## src/rtl/ln_cu.sv

```systemverilog
`default_nettype none
// ============================================================================
//  Module      : ln_cu
//  Description : Control unit for the single-precision ln(1+x) accelerator.
//                Latches the operand, range-checks it, and sequences a Horner
//                evaluation of ln(1+x) over an external FP multiplier, FP
//                adder and accumulator. Handshake: start / done / ack.
//  Revision    : 1.0 - initial release
// ============================================================================
module ln_cu #(
    parameter int N_TERMS = 8,
    parameter int MUL_LAT = 1
) (
    input  logic        clk,
    input  logic        res,
    input  logic [31:0] num,
    input  logic        start,
    input  logic        ack,
    output logic [31:0] x,
    output logic [31:0] cf,
    output logic        m0,
    output logic        ld_acc,
    output logic        resM,
    output logic        resA,
    output logic        busy,
    output logic        done,
    output logic        err
);

    // Elaboration-time parameter guards
    if (N_TERMS < 2 || N_TERMS > 8) begin : g_bad_n_terms
        $error("ln_cu: N_TERMS must be in 2..8");
    end
    if (MUL_LAT < 1 || MUL_LAT > 4) begin : g_bad_mul_lat
        $error("ln_cu: MUL_LAT must be in 1..4");
    end

    typedef enum logic [2:0] {
        S_IDLE = 3'd0,
        S_LOAD = 3'd1,
        S_SEED = 3'd2,
        S_MUL  = 3'd3,
        S_ADD  = 3'd4,
        S_DONE = 3'd5,
        S_ERR  = 3'd6
    } state_t;

    localparam logic [3:0] C_NTERMS  = 4'(N_TERMS);
    localparam logic [2:0] C_K_START = 3'(N_TERMS - 1);
    localparam logic [1:0] C_MUL_END = 2'(MUL_LAT - 1);

    state_t      state;
    logic [2:0]  k;      // current Horner coefficient index
    logic [1:0]  cnt;    // cycles spent in MUL so far

    // Series coefficients c_k = (-1)^(k+1)/k; index 0 is the final "+0" pass
    function automatic logic [31:0] coef(input logic [3:0] idx);
        logic [31:0] c;
        case (idx)
            4'd1:    c = 32'h3F800000;
            4'd2:    c = 32'hBF000000;
            4'd3:    c = 32'h3EAAAAAB;
            4'd4:    c = 32'hBE800000;
            4'd5:    c = 32'h3E4CCCCD;
            4'd6:    c = 32'hBE2AAAAB;
            4'd7:    c = 32'h3E124925;
            4'd8:    c = 32'hBE000000;
            default: c = 32'h00000000;
        endcase
        return c;
    endfunction

    // Sequencer: state and all outputs are registered together
    always_ff @(posedge clk) begin
        if (!res) begin
            state  <= S_IDLE;
            k      <= 3'd0;
            cnt    <= 2'd0;
            x      <= 32'h0;
            cf     <= 32'h0;
            m0     <= 1'b0;
            ld_acc <= 1'b0;
            resM   <= 1'b1;
            resA   <= 1'b1;
            busy   <= 1'b0;
            done   <= 1'b0;
            err    <= 1'b0;
        end else begin
            case (state)
                S_IDLE: begin
                    ld_acc <= 1'b0;
                    m0     <= 1'b0;
                    if (start) begin
                        // Datapath clears are issued for the LOAD cycle only
                        x     <= num;
                        busy  <= 1'b1;
                        resM  <= 1'b1;
                        resA  <= 1'b1;
                        state <= S_LOAD;
                    end else begin
                        resM <= 1'b0;
                        resA <= 1'b0;
                    end
                end

                S_LOAD: begin
                    resM <= 1'b0;
                    resA <= 1'b0;
                    // |x| < 1 exactly when the biased exponent is below 127
                    if (x[30:23] < 8'd127) begin
                        cf     <= coef(C_NTERMS);
                        m0     <= 1'b0;
                        ld_acc <= 1'b1;
                        state  <= S_SEED;
                    end else begin
                        cf    <= 32'h0;
                        m0    <= 1'b0;
                        busy  <= 1'b0;
                        done  <= 1'b1;
                        err   <= 1'b1;
                        state <= S_ERR;
                    end
                end

                S_SEED: begin
                    // Accumulator now holds c_N; start multiply passes
                    k      <= C_K_START;
                    cnt    <= 2'd0;
                    cf     <= coef({1'b0, C_K_START});
                    m0     <= 1'b1;
                    ld_acc <= 1'b0;
                    state  <= S_MUL;
                end

                S_MUL: begin
                    if (cnt == C_MUL_END) begin
                        ld_acc <= 1'b1;
                        state  <= S_ADD;
                    end else begin
                        cnt <= cnt + 2'd1;
                    end
                end

                S_ADD: begin
                    ld_acc <= 1'b0;
                    if (k != 3'd0) begin
                        k     <= k - 3'd1;
                        cnt   <= 2'd0;
                        cf    <= coef({1'b0, k - 3'd1});
                        state <= S_MUL;
                    end else begin
                        cf    <= 32'h0;
                        m0    <= 1'b0;
                        busy  <= 1'b0;
                        done  <= 1'b1;
                        state <= S_DONE;
                    end
                end

                S_DONE, S_ERR: begin
                    // A start arriving with ack is deliberately dropped
                    if (ack) begin
                        done  <= 1'b0;
                        err   <= 1'b0;
                        state <= S_IDLE;
                    end
                end

                default: begin
                    state <= S_IDLE;
                end
            endcase
        end
    end

endmodule
`default_nettype wire

```

## config.mk

```make
export PLATFORM = sky130hd
export DESIGN_NAME = ln_cu
export DESIGN_NICKNAME = d
export VERILOG_FILES = /design/src/rtl/ln_cu.sv
export SDC_FILE = /design/constraint.sdc
export NUM_CORES = 1
export LEC_CHECK = 0
export CAP_MARGIN = 10
export CORE_UTILIZATION = 47
export CTS_CLUSTER_DIAMETER = 200
export DETAILED_ROUTE_END_ITERATION = 16
export PLACE_DENSITY = 0.85
export SLEW_MARGIN = 20
export SYNTH_ARGS = -nofsm -noshare
export SYNTH_HDL_FRONTEND = slang
export SYNTH_SLANG_ARGS = --single-unit
```

## constraint.sdc

```tcl
create_clock -name clk -period 3 [get_ports clk]
set_input_delay 0.6 -clock clk [delete_from_list [all_inputs] [get_ports clk]]
set_output_delay 0.6 -clock clk [all_outputs]
set_load 0.02 [all_outputs]
```

==> results of run 1 <==
==> final cells by class <==
class                      instances  area, sq um  area share [%]
timing repair buffer             107         1059           28.11
sequential                        57         1141           30.30
multi-input combinational        232         1245           33.06
inverter                          10        37.54          0.9967
clock inverter                     1        7.507          0.1993
clock buffer                      15        186.4           4.950
tap                               72        90.09           2.392
==> cell families (layout without fill, tap and decap cells) <==
| kind of cell | count (synthesis) | in the layout |
|---|---|---|
| buffers and inverters | 55 | 133 |
| AO/OA/AOI/OAI | 88 | 88 |
| other | 1 | 4 |
| AND/OR/NAND/NOR | 126 | 126 |
| XOR/XNOR | 4 | 4 |
| adder cells (fa/ha/maj) | 7 | 7 |
| multiplexers | 3 | 3 |
| flip-flops | 57 | 57 |
==> through the flow <==
stage | setup slack [ps] | power, mW | instance area, sq um | cells | util, %
after floorplan | 1457 | 2.111 | 2708 | 344 | -
after global placement | 1071 | 2.534 | 3572 | 478 | 64.87
after detailed placement | 949.2 | 2.570 | 3572 | 478 | 64.87
after CTS | 937.3 | 3.246 | 3766 | 494 | 68.39
after global routing | 734.3 | 3.437 | 3766 | 494 | 68.39
final | 893.3 | 3.239 | 3766 | 494 | 68.39
==> registers in the layout (all words and copies together) (netlist names) <==
signal	count
x	32
m0	1
done	1
ld_acc	1
cnt	2
state	3
busy	1
cf	11
resA	1
err	1
k	3
==> cells in the final DEF, fill, tap and decap left out, types with 4 or more instances in the layout <==
cell | Yosys | final
clkbuf_8 | 0 | 13
ha_1 | 6 | 6
nand2_1 | 89 | 89
nor3_1 | 5 | 5
nor2_1 | 8 | 8
inv_1 | 10 | 10
nand3_1 | 4 | 4
dfxtp_1 | 57 | 57
a31oi_1 | 5 | 5
conb_1 | 1 | 4
o211ai_1 | 6 | 6
buf_4 | 26 | 5
a21oi_1 | 50 | 50
nor2b_1 | 6 | 6
clkdlybuf4s50_1 | 0 | 102
o21ai_0 | 10 | 10
==> path summary, 6_finish.rpt <==
path / startpoint / end / cells past startpoint
max: state[0] / cf[29] / 4
max reg2reg: state[0] / cf[29] / 4
min reg2reg: x[5] / x[5] / 2
min: x[5] / x[5] / 2
==> critical path, delay by kind of cell, from the launching register on <==
kind	cells	cell delay (ps)
flip-flops	1	860
AO/OA/AOI/OAI	2	810
XOR/XNOR	1	200
AND/OR/NAND/NOR	1	130
==> per-layer routing <==
layer,up-vias,wire [microns],global-route usage (%)
met5,-,0,0
li1,1274,-,-
met2,91,3317,36.37
met1,1166,2867,28.18
met3,7,366,4.118
met4,0,54,7.925
==> power groups by stage <==
stage / logic [mW] / clock network, mW / registers (mW)
finish: 1.44 / 0.674 / 1.13
global route: 1.55 / 0.726 / 1.16
CTS: 1.44 / 0.685 / 1.13
detailed placement: 1.43 / 0 / 1.14
global placement: 1.40 / 0 / 1.13
floorplan: 0.910 / 0 / 1.20
==> results.yml, run 1 <==
global_routing:
  gr-total-overflow: 0
  antenna_found_initial: 0
  grt_usage_pct: 21.90
  grt_pass1_wl_mm: 10.51
  grt_pass1_vias: 2203
  grt_max_degree: 34
detailed_routing:
  wire_per_inst_microns: 13.37
  drtIter0Drc: 123
  dr.pass1.iters: 4
  vias_per_cell: 5.138
  route.detailed.drc: 0
  vias: 2538
  ant_nets: 0
  routed_wl_mm: 6.606
outcome:
  outcome: "completed"
synthesis:
  synthTopCellsByCount: "nand2_1 (89), dfxtp_1 (57), a21oi_1 (50)"
  synth.distinct_cells: 47
  ys_async_sr_fraction_pct: 0
  synth_top_family_by_area: "simple AND/OR/NAND/NOR gates"
  synth_xor_area_share_pct: 1.299
  synth_edf_count: 0
  synth_area_leader_cell: "dfxtp_1"
  syn_area_per_cell_sq_um: 7.907
  ys_ff_latch: 57
  synthSimpleGateAreaFrac_pct: 20.42
  synth_area_sq_um: 2696
  synth.top_cell.area_share_pct: 42.32
  synthAdderAreaFrac_pct: 3.202
  synth_seq_area_share_pct: 42.32
  yosys_warnings: 0
  synthFlopType: "dfxtp_1"
  synth_compound_area_share_pct: 19.58
  synth_most_common_cell: "nand2_1"
  synth.area.mux_share_pct: 1.114
  synth_cells: 341
  ys_top_cells_by_area: "dfxtp_1 (42%), nand2_1 (12%), a21oi_1 (9.3%), buf_4 (7.2%), ha_1 (2.8%)"
timing:
  hold_violations: 0
  post-route-period-util_pct: 70.22
  slew_headroom_pct: 44.82
  setup-violations-final: 0
  hold_slack_ps: 455.2
  slew_violations: 0
  rsz0062_at_grt: "no"
  clock.fmax_mhz: 474.7
  fin_crit_ps: 2107
  tightest_slew_ps: 826.6
  finalSetupTns_ps: 0
  fin_skew_ps: 7.347
cells_and_area:
  syn_to_final_growth_pct: 39.68
  antenna_cells: 0
  fin_nets: 459
  nFillCells: 424
  drive_above_1_share_pct: 5.687
clock_tree:
  cts_resized: 0
  clkTransAtPathRegs_ps: 70
  clockRootBuffer: "clkbuf_8"
  cts_made_buffers: 9
  clock_latency_ps: 320
  cts_max_level: 3
  ctsHoldBuffers: 0
  cts_setup_buffers: 0
  cts_tree: "yes"
  cts_sinks: 57
  clock_path_buffers: 2
power_and_ir_drop:
  ir_drop_mv: 0.4379
  internal_power_mw: 1.954
  p_sw_share_pct: 39.66
  seq_power_share_pct: 34.9
  p_clk_share_pct: 20.8
  p_sw_mw: 1.285
  power.density_nw_per_um2: 860.1
  combPwrFrac_pct: 44.3
  p_leak_nw: 1.422
critical_path:
  worstPathArrival_ps: 2320
  ff2ff_setup_slack_ps: 890
  cp_max_fo: 26
  path_class: "reg2reg"
  slowest_delay_ps: 860
  end_kind: "flip-flop"
  cp-start-kind: "flip-flop"
  critical-path-slowest-cell: "dfxtp_1"
  cp_data_required_time_ps: 3220
  crit_chain: "xor2_1 -> a21oi_1 -> nand2b_1 -> a41o_1"
die:
  die_width_microns: 77.74
  rows: 27
  dieHeight_microns: 77.74
  fp.dieArea_sq_um: 6044
  ios: 107
  coreArea_sq_um: 5507
  start_util_pct: 48.97
flow_run:
  max-cap-violations: 0
worst_hold_path:
  hold_path.class: "reg2reg"
place:
  portBuffers: 102
  dp_hpwl_mm: 4.793
  gp_congestion: 0.9002
Power figures use the tool's default switching activity.
==> run 2, diff against run 1 <==
--- a/config.mk
+++ b/config.mk
@@ -6,10 +6,10 @@
 export NUM_CORES = 1
 export LEC_CHECK = 0
 export CAP_MARGIN = 10
-export CORE_UTILIZATION = 47
+export CORE_UTILIZATION = 43
 export CTS_CLUSTER_DIAMETER = 200
 export DETAILED_ROUTE_END_ITERATION = 16
-export PLACE_DENSITY = 0.85
+export PLACE_DENSITY = 0.78
 export SLEW_MARGIN = 20
 export SYNTH_ARGS = -nofsm -noshare
 export SYNTH_HDL_FRONTEND = slang
==> constraint.sdc (replaced) <==
create_clock -name clk -period 2.2 [get_ports clk]
set_input_delay 0.44 -clock clk [delete_from_list [all_inputs] [get_ports clk]]
set_output_delay 0.44 -clock clk [all_outputs]
set_load 0.02 [all_outputs]
==> run 2 against run 1 <==
Wire length rose by 1.5%. Setup slack got worse by 550 ps. Cell count rose by 1.6%. Clock skew fell by 2.5 ps. Critical path type unchanged.
==> results.yml, run 2 (synthesis results as in run 1) <==
global_routing:
  global_route.usage.met1_pct: 26.93
  grt_pass1_vias: 2255
  use_met3_pct: 4.382
  grt_usage_pct: 21.30
  use_met2_pct: 34.29
  grt_max_degree: 26
  top_usage_layer: "met2"
  grt_pass1_wl_mm: 10.58
  antenna_found_initial: 0
  gr-total-overflow: 0
critical_path:
  cp_data_required_time_ps: 2420
  timing.rr.end: "k[1]"
  worstPathArrival_ps: 2080
  reg2reg_depth: 6
  end_kind: "flip-flop"
  cp-start-kind: "flip-flop"
  cp_max_fo: 8
  r2r-start: "k[0]"
  ff2ff_setup_slack_ps: 340
  path_class: "reg2reg"
timing:
  fin_crit_ps: 1860
  fin_skew_ps: 4.809
  finalSetupTns_ps: 0
  rsz0062_at_grt: "no"
  post-route-period-util_pct: 84.53
  setup-violations-final: 0
  slew_violations: 0
  hold_violations: 0
  clock.fmax_mhz: 537.7
detailed_routing:
  vias: 2560
  vias_per_cell: 5.100
  wire_per_inst_microns: 13.36
  routed_wl_mm: 6.708
  dr.pass1.iters: 4
  route.detailed.drc: 0
  ant_nets: 0
  drtIter0Drc: 98
power_and_ir_drop:
  p_leak_nw: 1.464
  ir_drop_mv: 0.5800
  power.density_nw_per_um2: 1211
cells_and_area:
  fin_nets: 464
  final_util_pct: 63.99
  final_common_cell: "clkdlybuf4s50_1"
  drive_above_1_share_pct: 7.026
  multi_input_area_sq_um: 1245
  largest-register: "x"
  mostFrequentLayoutCells: "clkdlybuf4s50_1 (102), nand2_1 (89), dfxtp_1 (57)"
  nFillCells: 523
  antenna_cells: 0
  largest_reg_flops: 32
  syn_to_final_growth_pct: 42.18
  largestRegisters: "x (32), cf (11)"
  seqCellArea_sq_um: 1141
die:
  ios: 107
  dieHeight_microns: 81.19
  rows: 28
  die_width_microns: 81.19
  coreArea_sq_um: 5991
  start_util_pct: 45.01
  fp.dieArea_sq_um: 6591
worst_hold_path:
  hold_path.class: "reg2reg"
  hold_path_end: "x[3]"
  holdCritStartpoint: "x[3]"
  hold_path_depth: 2
clock_tree:
  ctsHoldBuffers: 0
  cts_tree: "yes"
  cts_max_level: 3
  cts_setup_buffers: 0
  cts_made_buffers: 9
  clock_path_buffers: 2
  clock_latency_ps: 330
  cts_resized: 0
  clkTransAtPathRegs_ps: 60
  clockRootBuffer: "clkbuf_8"
  cts_sinks: 57
place:
  dp_hpwl_mm: 4.849
  gp_congestion: 0.8503
  portBuffers: 102
flow_run:
  max-cap-violations: 0
outcome:
  outcome: "completed"
[run 2: changes by cell type in the layout (fill, tap and decap cells not counted)]
cell        delta
buf_4          +5
bufinv_16      +2
clkbuf_1       -1
clkbuf_8       -3
clkinv_2       +2
clkinv_4       +1
clkinvlp_4     -1
[run 2: worst max-delay path by stage]
| stage | from | to | slack, ps | depth (start not counted) |
|---|---|---|---|---|
| 2_1_floorplan | x[27] | cf[29] | 660 | 4 |
| 3_3_place_gp | start | x[9] | 190 | 5 |
| 3_5_place_dp | start | x[17] | 100 | 5 |
| 4_1_cts | k[0] | k[1] | 360 | 6 |
| 5_1_grt | k[0] | k[1] | 130 | 6 |
| 6_report | k[0] | k[1] | 340 | 6 |
[run 2: layout make-up]
cell class	count	share of cell area (%)
multi-input cells	232	32.47
flip-flops and latches	57	29.76
repair buffers	112	28.59
clock buffers	11	3.688
well taps	75	2.448
clock inverters	5	2.056
inverters	10	0.9791
[run 2: power breakdown]
group	internal (mW)	switching, mW
Clock	0.667	0.405
Sequential	1.26	0.173
Combinational	0.922	1.21
[run 2: per-stage QoR]
step | setup slack, ps | cells | cell area, sq um | hold slack (ps) | total power, mW
final | 340.2 | 502 | 3834 | 454.4 | 4.641
after global routing | 126.2 | 502 | 3834 | 474.2 | 4.944
after CTS | 361.1 | 502 | 3834 | 455.1 | 4.667
after detailed placement | 101.8 | 486 | 3613 | 447.3 | 3.576
after global placement | 185.0 | 486 | 3613 | 441.4 | 3.528
after floorplan | 656.8 | 344 | 2708 | 464.4 | 2.878
[run 2: layer usage]
layer / wire (microns) / vias to the layer above
li1: - / 1283
met1: 3053 / 1170
met4: 146 / 0
met2: 3125 / 94
met3: 382 / 13
met5: 0 / -
[run 2: worst max-delay path, stage by stage, from the launching register on]
cell,delay [ps]
dfxtp_1,340
inv_1,130
ha_1,400
nand2b_1,190
a21oi_1,400
o21ai_0,120
and3_1,170
==> run 3, diff against run 2 <==
--- a/config.mk
+++ b/config.mk
@@ -6,10 +6,10 @@
 export NUM_CORES = 1
 export LEC_CHECK = 0
 export CAP_MARGIN = 10
-export CORE_UTILIZATION = 43
+export CORE_UTILIZATION = 39
 export CTS_CLUSTER_DIAMETER = 200
 export DETAILED_ROUTE_END_ITERATION = 16
-export PLACE_DENSITY = 0.78
+export PLACE_DENSITY = 0.75
 export SLEW_MARGIN = 20
 export SYNTH_ARGS = -nofsm -noshare
 export SYNTH_HDL_FRONTEND = slang
==> constraint.sdc (replaced) <==
create_clock -name clk -period 1.7 [get_ports clk]
set_input_delay 0.34 -clock clk [delete_from_list [all_inputs] [get_ports clk]]
set_output_delay 0.34 -clock clk [all_outputs]
set_load 0.02 [all_outputs]
==> run 3 against run 2 <==
Setup slack got worse by 300 ps. Highest routed layer unchanged. Register-to-register slack lost 240 ps. Clock skew up 3.3 ps. Wire length up 3.5%.
==> results.yml, run 3 (synthesis results as in run 1) <==
outcome:
  outcome: "completed"
critical_path:
  cp_max_fo: 3
  slowest_delay_ps: 630
  crit_chain: "clkdlybuf4s50_1"
  ff2ff_setup_slack_ps: 100
  crit_buf_inv: 1
  path_class: "reg2out"
  end_kind: "primary output"
  worstPathArrival_ps: 1320
  critical-path-slowest-cell: "clkdlybuf4s50_1"
  crit_family: "buffers and inverters"
  cp_data_required_time_ps: 1360
  cp-start-kind: "flip-flop"
power_and_ir_drop:
  ir_drop_mv: 0.8059
  power_mw: 6.040
  power.density_nw_per_um2: 1538
  p_leak_nw: 1.695
die:
  dieHeight_microns: 85.15
  fp.dieArea_sq_um: 7251
  die_width_microns: 85.15
  ios: 107
  start_util_pct: 41.51
  coreArea_sq_um: 6495
  rows: 29
cells_and_area:
  drive_above_1_share_pct: 9.885
  final_area_sq_um: 3926
  final_common_cell: "nand2_1"
  final_util_pct: 60.45
  seqCellArea_sq_um: 1142
  multi_input_area_sq_um: 1255
  syn_to_final_growth_pct: 45.62
  largest_reg_flops: 32
  largestRegisters: "x (32), cf (11)"
  fin_nets: 472
  mostFrequentLayoutCells: "nand2_1 (89), clkdlybuf4s50_1 (77), dfxtp_1 (56)"
  largest-register: "x"
  antenna_cells: 0
  nFillCells: 567
global_routing:
  antenna_found_initial: 0
  gr-total-overflow: 0
  grt_max_degree: 34
  grt_usage_pct: 18.81
  use_met2_pct: 29.99
  grt_pass1_vias: 2305
  use_met3_pct: 3.988
  grt_pass1_wl_mm: 10.79
  top_usage_layer: "met2"
  global_route.usage.met1_pct: 24.41
detailed_routing:
  dr.pass1.iters: 4
  ant_nets: 0
  vias: 2579
  route.detailed.drc: 0
  vias_per_cell: 5.037
  drtIter0Drc: 136
  wire_per_inst_microns: 13.55
  routed_wl_mm: 6.940
clock_tree:
  clock_path_buffers: 2
  cts_made_buffers: 9
  clkTransAtPathRegs_ps: 70
  ctsHoldBuffers: 0
  cts_tree: "yes"
  cts_max_level: 3
  clock_latency_ps: 340
  clockRootBuffer: "clkbuf_8"
  cts_sinks: 57
timing:
  rsz0062_at_grt: "no"
  slew_violations: 0
  hold_violations: 0
  setup-violations-final: 0
  finalSetupTns_ps: 0
  fin_crit_ps: 1657
  clock.fmax_mhz: 603.6
  fin_skew_ps: 8.100
  post-route-period-util_pct: 97.45
place:
  gp_congestion: 0.9063
  dpl-instance-area_sq_um: 3701
  portBuffers: 102
  dp_hpwl_mm: 5.064
flow_run:
  max-cap-violations: 0
worst_hold_path:
  hold_path.class: "reg2reg"
## run 3: cell types whose count changed in the layout (fill, tap and decap cells not counted), sizes merged
cell           delta
buf               +8
dlymetal6s2s      +8
bufinv            -1
clkbuf            +1
clkdlybuf4s50    -25
clkinvlp          +2
dlygate4sd2      +17
clkinv            -2
## run 3: final cells by class
| type | count | share of cell area, % |
|---|---|---|
| Clock buffer | 12 | 4.206 |
| Clock inverter | 4 | 1.275 |
| Inverter | 10 | 0.9560 |
| Multi-Input combinational cell | 232 | 31.96 |
| Sequential cell | 57 | 29.10 |
| Tap cell | 77 | 2.454 |
| Timing Repair Buffer | 120 | 30.05 |
## run 3: path summary, 6_finish.rpt
kind / startpoint / cells after the start / end
worst max-delay path: x[25] / 1 / x[25]
worst min-delay path: x[7] / 2 / x[7]
worst max register to register: x[28] / 4 / cf[29]
worst min register to register: x[7] / 2 / x[7]
## run 3: tightest hold or removal path: cells and delay by family (launching register included)
kind,cells,cell delay [ps]
AO/OA/AOI/OAI,1,50
flip-flops,1,310
AND/OR/NAND/NOR,1,50
## run 3: stage by stage
step	setup WS [ps]	instances	hold WS, ps
3_5_place_dp	101.2	496	446.3
3_3_place_gp	116.7	496	441.4
4_1_cts	0.2953	512	454.7
2_1_floorplan	156.8	344	464.4
5_1_grt	4.633	512	480.0
6_report	43.41	512	452.5
## run 3: per-layer routing
metal  part of all wire [%]  vias to the layer above
met5                      0                        -
met4                    1.7                        0
met3                    5.9                       13
met2                     47                       82
met1                     45                     1191
li1                       -                     1293
## run 3: what timing repair did
item	CTS	global route
gates resized for setup	17	12
cloned	0	0
endpoints found under the setup margin	20	15
pin swaps	0	0
setup buffers	0	0
## run 3: power by group
part	total, mW	switching (mW)	internal (mW)
sequential	1.92	0.281	1.63
clock	1.33	0.533	0.793
combinational	2.80	1.55	1.25
total	6.04	2.36	3.68
==> RTL change, RTL diff (config.mk and constraints of run 1) <==
The 7 states of `state_t` get a Gray code encoding in 3 bits.
--- a/src/rtl/ln_cu.sv
+++ b/src/rtl/ln_cu.sv
@@ -37,11 +37,11 @@
 
     typedef enum logic [2:0] {
-        S_IDLE = 3'd0,
-        S_LOAD = 3'd1,
-        S_SEED = 3'd2,
-        S_MUL  = 3'd3,
-        S_ADD  = 3'd4,
-        S_DONE = 3'd5,
-        S_ERR  = 3'd6
+        S_IDLE = 3'b000,
+        S_LOAD = 3'b001,
+        S_SEED = 3'b011,
+        S_MUL  = 3'b010,
+        S_ADD  = 3'b110,
+        S_DONE = 3'b111,
+        S_ERR  = 3'b101
     } state_t;
 
Formal check against the unedited RTL: no difference found for any inputs over 10 cycles, from zero or initial values; not proved beyond that.
==> RTL change against run 1 <==
Worst setup slack better by 0.017 ns; critical path depth is the same; cell area up 3.9%; combinational power fell by 25%; critical endpoint is now cf[19]; sequential share of layout area is 1.1 points lower; clock skew about the same; synthesized area increased by 3.8%; total power shrank 7.3%; sequential cell count unchanged; wire length up 2.2%.
==> RTL change: results (changes against run 1) <==
Run status
  • Status: finished, final reports clean

Critical path
  • Path depth of the worst reg2reg path: 4 (unchanged)
  • Crit path max-delay family: flip-flops
  • CP Capture Point: cf[19]
  • Worst endpoint data arrival time: 2.37 ns (+0.05 ns)
  • Worst r2r src: state[1]
  • Max stage delay on crit path: 0.89 ns (+0.03 ns)
  • CP max stage cell: dfxtp_1
  • Internal reg-to-reg setup slack: 0.91 ns (+0.02 ns)
  • Worst-path maximum fanout: 22 (-15%)
  • Crit Path Class: flop to flop

Place
  • Placed insts: 475 (-0.63%)
  • Routability cong.: 0.875 (-2.8%)
  • Hpwl dp: 4660 um (-2.8%)
  • Placed Area: 0.00366 mm2 (+2.5%)

Timing
  • Skew final: 0.00777 ns (+0.000425 ns)
  • Worst-Margin Slew: 0.933 ns (+0.107 ns)
  • Hold_ws: 0.458 ns (+0.00321 ns)

CTS
  • CTS Buffer Depth: 2 (unchanged)
  • CTS Buf Count: 9 (unchanged)
  • CTS clk-pin slew, worst paths: 0.07 ns (about the same)
  • CTS root buf: clkbuf_8
  • Clk_lat worst skew: 0.34 ns (+0.02 ns)
  • Setup Buffers After CTS: 0 (unchanged)

Global route
  • Largest net degree at the start of global routing: 41 (+21%)
  • Met1 usage: 0.267 (-0.0147)
  • Antenna violations before repair: 0 (unchanged)
  • M2 GR Usage: 0.363 (-0.000786)
  • First-pass GRT wire length: 11000 um (+4.3%)
  • Total GRT Usage: 0.225 (+0.00556)
  • Number of global-route vias before repair: 2383 (+8.2%)
  • Met3 Use GR: 0.0839 (+0.0427)

Pwr
  • Leakage: 1.43 nW (+0.62%)
  • Internal power: 1.95 mW (-0.42%)
  • Peak VDD IR: 413 uV (-5.6%)

Route
  • 1st-pass router iterations: 5 (+1)
  • Routed WL: 6750 um (+2.2%)
  • DR WL/cell: 13.7 um (+2.8%)
  • Initial DRC count: 228 (+85%)
  • Routed vias/inst: 5.39 (+4.9%)

Layout
  • Nets: 456 (-0.65%)
  • Number of diodes: 0 (unchanged)
  • Share of cells above drive strength 1: 0.0835 (+0.0267)
  • Filler instances: 448 (+5.7%)

Synthesis
  • Seq/Total Area, Yosys: 0.408 (-0.0155)
  • Syn_area_per_cell: 8.31 um2 (+5.0%)
  • Most common library cells after synthesis: 77 x nand2_1, 57 x dfxtp_1, 47 x a21oi_1, 24 x buf_4, 18 x nor2_1
  • Netlist cell types: 61 (+30%)
  • Ys async rst share: 0 (unchanged)
  • Area contributors post-synth: dfxtp_1 41%, nand2_1 10%, a21oi_1 8.4%
  • Top FF cell, synth: dfxtp_1
  • Number of synthesis warnings: 0 (unchanged)
RTL change: changes by cell type in the layout (fill, tap and decap cells not counted), moves of 4 or more:
cell | run 1 | this run
nor2_1 | 8 | 18
nand2_1 | 89 | 77
a211oi_1 | 0 | 4
o21ai_1 | 0 | 6
o211ai_1 | 6 | 0
a31oi_1 | 5 | 1
RTL change: area by class of cell:
class | count | area share
sequential | 57 | 0.292
clock buffer | 10 | 0.0352
timing repair buffer | 107 | 0.270
inverter | 8 | 0.00767
tap | 72 | 0.0230
clock inverter | 6 | 0.0291
multi-input combinational | 231 | 0.343
RTL change: tightest hold or removal path: stages, from the launching register on:
cell and delay, ns:
dfxtp_1 0.31, nand2_1 0.05, a21oi_1 0.05
RTL change: how the worst min path moves through the flow:
stage | depth (start not counted) | from | endpoint
floorplan | 2 | k[1] | k[1]
detailed placement | 2 | x[9] | x[9]
global placement | 2 | x[11] | x[11]
finish | 2 | x[11] | x[11]
global route | 2 | x[18] | x[18]
CTS | 2 | x[9] | x[9]
RTL change: power by group through the flow:
stage / logic, mW / registers, mW / clock network, mW
3_3_place_gp: 1.05 / 1.04 / 0
2_1_floorplan: 0.678 / 1.09 / 0
3_5_place_dp: 1.07 / 1.04 / 0
4_1_cts: 1.07 / 1.03 / 0.907
6_report: 1.08 / 1.03 / 0.898
5_1_grt: 1.16 / 1.05 / 0.943
RTL change: through the flow:
| stage | util | setup WS, ns |
|---|---|---|
| detailed placement | 0.653 | 0.853 |
| CTS | 0.698 | 0.947 |
| finish | 0.698 | 0.910 |
| floorplan | - | 1.30 |
| global route | 0.698 | 0.765 |
| global placement | 0.653 | 0.890 |
RTL change: logic make-up (layout without fill, tap and decap cells):
logic type / after synthesis / in the layout / synth area share
adders and majority gates: 6 / 6 / 0.0268
muxes: 4 / 4 / 0.0152
other: 1 / 4 / 0.00134
and+or+nand+nor: 126 / 126 / 0.219
DFF: 57 / 57 / 0.408
AOI/OAI and AO/OA: 88 / 88 / 0.197
buffers and inverters: 52 / 131 / 0.117
xor gates and xnor gates: 3 / 3 / 0.0161
RTL change: per-layer routing:
layer / up-vias / part of all wire
li1: 1275 / -
met4: 0 / 0.013
met1: 1213 / 0.41
met5: - / 0
met3: 11 / 0.10
met2: 147 / 0.48
